## config.mk

```make
export PLATFORM = sky130hd
export DESIGN_NAME = uart_tx_sched
export DESIGN_NICKNAME = d
export VERILOG_FILES = /design/src/rtl/uart_tx_sched.sv
export SDC_FILE = /design/constraint.sdc
export NUM_CORES = 1
export LEC_CHECK = 0
export BUFFER_PORTS_ARGS = -buffer_cell sky130_fd_sc_hd__buf_2
export CAP_MARGIN = 20
export CELL_PAD_IN_SITES_DETAIL_PLACEMENT = 1
export CELL_PAD_IN_SITES_GLOBAL_PLACEMENT = 1
export CORE_UTILIZATION = 45
export CTS_BUF_LIST = sky130_fd_sc_hd__clkbuf_16
export DETAILED_ROUTE_END_ITERATION = 10
export PLACE_DENSITY_LB_ADDON = 0.15
export SETUP_SLACK_MARGIN = 0.05
export SYNTH_ARGS = -nofsm -noshare
export SYNTH_HDL_FRONTEND = slang
export SYNTH_SLANG_ARGS = --single-unit
```

## constraint.sdc

```tcl
create_clock -name clk -period 5.1 [get_ports clk]
set_clock_uncertainty 0.1 [all_clocks]
set_input_delay 0.51 -clock clk [delete_from_list [all_inputs] [get_ports clk]]
set_output_delay 0.51 -clock clk [all_outputs]
set_load 0.005 [all_outputs]
```

## src/rtl/uart_tx_sched.sv

```systemverilog
// rtl/uart_tx_sched.sv - arbitrates the UART TX byte path between atomic pixel pairs and response bytes
// Pixels go out high byte first, with an optional sync byte at start of frame; responses get a bounded burst window.
module uart_tx_sched #(
    parameter int unsigned BURST     = 8,
    parameter logic [7:0]  SYNC_BYTE = 8'hA5
) (
    input  logic        clk,
    input  logic        rst,
    input  logic        pix_valid,
    input  logic [15:0] pix_data,
    input  logic        pix_sof,
    output logic        pix_ready,
    input  logic        rsp_valid,
    input  logic [7:0]  rsp_data,
    output logic        rsp_ready,
    output logic [7:0]  tx_data,
    output logic        tx_valid,
    input  logic        tx_ready,
    output logic        busy,
    output logic [15:0] pix_count
);

    typedef enum logic [2:0] {
        IDLE   = 3'd0,
        SYNC   = 3'd1,
        PIX_HI = 3'd2,
        PIX_LO = 3'd3,
        RSP    = 3'd4
    } state_t;

    localparam logic [7:0] BURST_MAX = 8'(BURST);

    state_t      state_q, state_d;
    logic [15:0] hold_q, hold_d;
    logic [7:0]  tx_data_q, tx_data_d;
    logic        tx_valid_q, tx_valid_d;
    logic [15:0] pix_count_q, pix_count_d;
    logic [7:0]  burst_cnt_q, burst_cnt_d;

    logic grant_rsp;
    logic grant_pix;
    logic tx_fire;

    // A pending response only overtakes pixels once the burst window is used up.
    always_comb begin
        grant_rsp = rsp_valid && (!pix_valid || (burst_cnt_q == BURST_MAX));
        grant_pix = pix_valid && !grant_rsp;
        tx_fire   = tx_valid_q && tx_ready;
    end

    assign pix_ready = rst && (state_q == IDLE) && grant_pix;
    assign rsp_ready = rst && (state_q == IDLE) && grant_rsp;
    assign tx_data   = tx_data_q;
    assign tx_valid  = tx_valid_q;
    assign busy      = (state_q != IDLE);
    assign pix_count = pix_count_q;

    always_comb begin
        state_d     = state_q;
        hold_d      = hold_q;
        tx_data_d   = tx_data_q;
        tx_valid_d  = tx_valid_q;
        pix_count_d = pix_count_q;
        burst_cnt_d = burst_cnt_q;

        case (state_q)
            IDLE: begin
                if (grant_pix) begin
                    hold_d     = pix_data;
                    tx_valid_d = 1'b1;
                    if (pix_sof) begin
                        state_d     = SYNC;
                        tx_data_d   = SYNC_BYTE;
                        pix_count_d = '0;
                    end else begin
                        state_d   = PIX_HI;
                        tx_data_d = pix_data[15:8];
                    end
                end else if (grant_rsp) begin
                    hold_d      = {8'h00, rsp_data};
                    state_d     = RSP;
                    tx_valid_d  = 1'b1;
                    tx_data_d   = rsp_data;
                    burst_cnt_d = '0;
                end
            end
            SYNC: begin
                if (tx_fire) begin
                    state_d   = PIX_HI;
                    tx_data_d = hold_q[15:8];
                end
            end
            PIX_HI: begin
                if (tx_fire) begin
                    state_d   = PIX_LO;
                    tx_data_d = hold_q[7:0];
                end
            end
            PIX_LO: begin
                if (tx_fire) begin
                    state_d     = IDLE;
                    tx_valid_d  = 1'b0;
                    pix_count_d = pix_count_q + 16'd1;
                    if (burst_cnt_q < BURST_MAX) begin
                        burst_cnt_d = burst_cnt_q + 8'd1;
                    end
                end
            end
            RSP: begin
                if (tx_fire) begin
                    state_d    = IDLE;
                    tx_valid_d = 1'b0;
                end
            end
            default: begin
                state_d    = IDLE;
                tx_valid_d = 1'b0;
            end
        endcase
    end

    always_ff @(posedge clk or negedge rst) begin
        if (!rst) begin
            state_q     <= IDLE;
            hold_q      <= '0;
            tx_data_q   <= '0;
            tx_valid_q  <= 1'b0;
            pix_count_q <= '0;
            burst_cnt_q <= '0;
        end else begin
            state_q     <= state_d;
            hold_q      <= hold_d;
            tx_data_q   <= tx_data_d;
            tx_valid_q  <= tx_valid_d;
            pix_count_q <= pix_count_d;
            burst_cnt_q <= burst_cnt_d;
        end
    end

endmodule

```

==> report_table.html <==
<table>
<tr><th>Metric</th><th>Value</th></tr>
<tr><th colspan="2">Critical path</th></tr>
<tr><td>Maximum cell stage delay along the critical path</td><td>0.53 ns</td></tr>
<tr><td>Register-to-register setup slack</td><td>2.78 ns</td></tr>
<tr><td>Path depth of the worst reg2reg path</td><td>6</td></tr>
<tr><td>Buffering stage count on the worst path with inverters included</td><td>1</td></tr>
<tr><td>Critical Setup Path Class</td><td>flip-flop to primary output</td></tr>
<tr><td>Crit Reg-Reg Endpoint</td><td>pix_count[13]</td></tr>
<tr><td>Crit path launch type</td><td>flip-flop</td></tr>
<tr><td>CP cell instances</td><td>nor4_4 -&gt; a31o_2 -&gt; nor3_1 -&gt; buf_2</td></tr>
<tr><td>Biggest fanout along the worst timing path</td><td>21</td></tr>
<tr><td>Max stage delay cell, worst path</td><td>sky130_fd_sc_hd__a31o_2</td></tr>
<tr><td>Kind of end point of the critical path</td><td>primary output</td></tr>
<tr><td>Endpoint required time on the critical path</td><td>4.49 ns</td></tr>
<tr><td>Arrival time of data at the critical path endpoint</td><td>1.93 ns</td></tr>
<tr><td>Reg2reg start</td><td>burst_cnt_q[0]</td></tr>
<tr><td>Family with the most delay on the worst path</td><td>simple AND/OR/NAND/NOR gates</td></tr>
<tr><th colspan="2">Clock tree</th></tr>
<tr><td>Total of cells resized after clock tree synthesis</td><td>0</td></tr>
<tr><td>Setup fix buffers added after clock tree synthesis</td><td>0</td></tr>
<tr><td>Source-to-sink clock delay at the later pin of the worst-skew pair</td><td>0.30 ns</td></tr>
<tr><td>CTS tree</td><td>done</td></tr>
<tr><td>Bufs on Longest Clock Path</td><td>2</td></tr>
<tr><td>Clock root cell</td><td>sky130_fd_sc_hd__clkbuf_16</td></tr>
<tr><td>Clock transition at the registers of the reported paths</td><td>0.07 ns</td></tr>
<tr><td>Number of hold-repair buffers added at the cts stage</td><td>0</td></tr>
<tr><td>Total number of clock tree sinks</td><td>52</td></tr>
<tr><td>H-tree lvl count</td><td>2</td></tr>
<tr><td>Number of clock buffers inserted by TritonCTS</td><td>5</td></tr>
<tr><th colspan="2">Global route</th></tr>
<tr><td>Largest net degree at the start of global routing</td><td>54</td></tr>
<tr><td>Wire length of the first global-routing pass</td><td>13,100 um</td></tr>
<tr><td>Initial antenna violation count</td><td>0</td></tr>
<tr><td>Global Route Usage Sum</td><td>25.8%</td></tr>
<tr><td>Residual overflow from global routing</td><td>0</td></tr>
<tr><td>Number of global-route vias before repair</td><td>2,605</td></tr>
<tr><th colspan="2">Die</th></tr>
<tr><td># rows</td><td>28</td></tr>
<tr><td>Floorplan Core Area</td><td>6100 sq um</td></tr>
<tr><td>X dimension of the die</td><td>82.5 um</td></tr>
<tr><td>Die area</td><td>6800 sq um</td></tr>
<tr><td>Initial core utilization</td><td>47.8%</td></tr>
<tr><td>Total I/O pin count</td><td>58</td></tr>
<tr><td>Chip height</td><td>82.5 um</td></tr>
<tr><th colspan="2">Timing</th></tr>
<tr><td>Normalized max-slew margin</td><td>48.0%</td></tr>
<tr><td>Worst-Margin Slew</td><td>0.774 ns</td></tr>
<tr><td>Hold Violations, Final</td><td>0</td></tr>
<tr><td>Fin crit share</td><td>49.8%</td></tr>
<tr><td>Final-layout setup total negative slack</td><td>0 ns</td></tr>
<tr><td>Achievable clock frequency</td><td>0.394 GHz</td></tr>
<tr><td>Period minus WS final</td><td>2.54 ns</td></tr>
<tr><td>Final-report max-slew violation count</td><td>0</td></tr>
<tr><td>Worst hold slack across all endpoints</td><td>0.234 ns</td></tr>
<tr><td>Number of failing setup endpoints in the final timing report</td><td>0</td></tr>
<tr><td>Setup repair after global routing missed its margin</td><td>no</td></tr>
<tr><th colspan="2">Logic synthesis</th></tr>
<tr><td>Avg Synthesized Cell Area</td><td>9.31 sq um</td></tr>
<tr><td>Total nets after synthesis</td><td>346</td></tr>
<tr><td>Yosys Warn Count</td><td>0</td></tr>
<tr><td>Cell area after technology mapping</td><td>2910 sq um</td></tr>
<tr><td>#FFs+latches synth</td><td>52</td></tr>
<tr><td>Number of unique standard cell types used by synthesis</td><td>53</td></tr>
<tr><td>Cell count after synthesis</td><td>313</td></tr>
<tr><td>Seq/Total Area, Yosys</td><td>44.7%</td></tr>
<tr><th colspan="2">Power</th></tr>
<tr><td>Leakage Power</td><td>1.52 nW</td></tr>
<tr><td>P_int</td><td>1.02 mW</td></tr>
<tr><td>Worst ir drop on vdd</td><td>0.000213 V</td></tr>
<tr><td>Logic gate share of total power</td><td>40.2%</td></tr>
<tr><td>Switching power summed over all nets</td><td>0.729 mW</td></tr>
<tr><td>Clock network fraction of design power</td><td>19.1%</td></tr>
<tr><td>Design Power</td><td>1.75 mW</td></tr>
<tr><td>Cell Pwr Density</td><td>528 nW/um^2</td></tr>
<tr><td>Sequential cell fraction of total power</td><td>40.7%</td></tr>
<tr><td>Switching share of total power</td><td>41.6%</td></tr>
<tr><th colspan="2">Flow run</th></tr>
<tr><td>Number of max-cap violations</td><td>0</td></tr>
<tr><th colspan="2">Finish</th></tr>
<tr><td>Final Net Count</td><td>392</td></tr>
<tr><td>Layout Area Growth over Synthesis</td><td>13.9%</td></tr>
<tr><td>Share of post-route cells with drive strength above 1</td><td>20.8%</td></tr>
<tr><td>Ant. Diodes</td><td>0</td></tr>
<tr><th colspan="2">Routing</th></tr>
<tr><td>WL per Instance</td><td>18.4 um</td></tr>
<tr><td>Number of DRC markers in iteration 0</td><td>143</td></tr>
<tr><td>Count of vias placed by the detailed router</td><td>2,601</td></tr>
<tr><td>Final wirelength</td><td>8020 um</td></tr>
<tr><td>First-pass DRT Iterations</td><td>4</td></tr>
<tr><td>Post-DRT Antenna Nets</td><td>0</td></tr>
<tr><td>Via density</td><td>5.98</td></tr>
<tr><td>Total DRC errors in the routed layout</td><td>0</td></tr>
<tr><th colspan="2">Worst hold path</th></tr>
<tr><td>Path category of the worst min-delay check</td><td>input pin to asynchronous set/reset pin</td></tr>
<tr><th colspan="2">Outcome</th></tr>
<tr><td>Result of the run</td><td>finished, final reports clean</td></tr>
<tr><th colspan="2">Placed design</th></tr>
<tr><td>Port Buf Inserts</td><td>57</td></tr>
<tr><td>Routability cong.</td><td>0.816</td></tr>
<tr><td>Total half-perimeter wirelength after legalization and detailed placement</td><td>5620 um</td></tr>
</table>
[logic make-up after synthesis]
| group | synth area share [%] |
|---|---|
| AND/OR/NAND/NOR | 25.6 |
| multiplexers | 1.72 |
| AO/OA/AOI/OAI | 20.8 |
| adder cells (fa/ha/maj) | 1.29 |
| buffers and inverters | 5.63 |
| flip-flops | 44.7 |
| XOR/XNOR | 0.301 |
[routing by layer]
metal / up-vias / GRT usage [%] / part of all wire (%)
met1: 1290 / 37.1 / 47
met2: 56 / 40.4 / 48
li1: 1250 / - / -
met5: - / 0 / 0
met4: 0 / 6.32 / 0.90
met3: 5 / 4.07 / 3.9
[registers in the layout, summed over array words and instances (netlist names)]
register     flops
tx_valid         1
hold_q          16
burst_cnt_q      8
tx_data          8
state_q          3
pix_count       16
[cell usage after synthesis, drive strengths merged]
cell,instances,area [sq um]
nand3b,2,18.8
or4,2,15.0
nand3,31,155
and3b,2,17.5
a21boi,1,7.51
o21a,2,15.0
clkbuf,1,3.75
nor2b,2,12.5
o21ai,11,55.1
a41oi,9,78.8
or3,1,6.26
mux2i,5,50.1
a32oi,1,8.76
and4,6,52.6
o32ai,1,27.5
o211a,2,20.0
a211o,4,35.0
a21oi,4,20.0
and3,2,12.5
nor4,4,40.0
o2bb2ai,2,17.5
dfrtp,52,1300
o211ai,8,60.1
a311oi,2,17.5
nand2,50,190
a22oi,9,67.6
a21o,1,7.51
nand4,4,25.0
inv,11,41.3
ha,3,37.5
nor3,5,36.3
or2,1,6.26
nor2,25,109
o31ai,1,7.51
a31oi,18,143
xor2,1,8.76
a31o,1,8.76
buf,18,119
a22o,1,8.76
nand4b,2,17.5
and2,5,31.3
[worst max-delay path by stage]
stage | from | endpoint | slack (ns) | cells past startpoint
after floorplan | burst_cnt_q[0] | pix_ready | 3.10 | 6
after global placement | burst_cnt_q[0] | pix_count[8] | 2.83 | 6
after detailed placement | burst_cnt_q[0] | pix_count[8] | 2.73 | 6
after CTS | burst_cnt_q[7] | pix_ready | 2.54 | 4
after global routing | burst_cnt_q[7] | pix_ready | 2.41 | 4
final | burst_cnt_q[7] | pix_ready | 2.56 | 4
[power groups by stage]
| stage | sequential (mW) | clock [mW] | combinational (mW) |
|---|---|---|---|
| finish | 0.714 | 0.334 | 0.704 |
| global route | 0.738 | 0.352 | 0.798 |
| CTS | 0.714 | 0.339 | 0.715 |
| detailed placement | 0.719 | 0 | 0.706 |
| global placement | 0.710 | 0 | 0.686 |
| floorplan | 0.668 | 0 | 0.535 |
[final cells by class]
cell class              count  area [sq um]
clock buffers               5           125
clock inverters             3          15.0
fillers                   736          2780
inverters                  11          41.3
multi-input cells         231          1450
flip-flops and latches     52          1300
well taps                  75          93.8
repair buffers             58           293
[per-stage QoR]
stage                     worst slack [ns]  cell area [sq um]  utilization [%]  cells
after global placement                2.83               3180             52.1    427
after floorplan                       3.10               2910                -    313
after global routing                  2.41               3320             54.4    435
after detailed placement              2.73               3180             52.1    427
after CTS                             2.54               3320             54.4    435
final                                 2.56               3320             54.4    435
[worst register-to-register path: stages, from the launching register on]
cell,delay [ns]
sky130_fd_sc_hd__dfrtp_1,0.37
sky130_fd_sc_hd__inv_1,0.08
sky130_fd_sc_hd__ha_1,0.19
sky130_fd_sc_hd__and3b_1,0.22
sky130_fd_sc_hd__a31oi_4,0.67
sky130_fd_sc_hd__a31oi_4,0.25
sky130_fd_sc_hd__a211o_1,0.33
[layout by cell type, fill, tap and decap left out, types with 5 or more instances in the layout]
cell | synthesis | routed
sky130_fd_sc_hd__mux2i_1 | 5 | 5
sky130_fd_sc_hd__o21ai_0 | 9 | 9
sky130_fd_sc_hd__and4_1 | 6 | 6
sky130_fd_sc_hd__inv_1 | 10 | 11
sky130_fd_sc_hd__nor2_1 | 23 | 23
sky130_fd_sc_hd__a31oi_1 | 16 | 16
sky130_fd_sc_hd__a22oi_1 | 9 | 9
sky130_fd_sc_hd__clkbuf_16 | 0 | 5
sky130_fd_sc_hd__nand2_1 | 49 | 49
sky130_fd_sc_hd__nand3_1 | 31 | 31
sky130_fd_sc_hd__o211ai_1 | 8 | 8
sky130_fd_sc_hd__a41oi_1 | 9 | 9
sky130_fd_sc_hd__buf_2 | 8 | 57
sky130_fd_sc_hd__dfrtp_1 | 52 | 52
No activity file was read; power rests on OpenSTA's default activity.
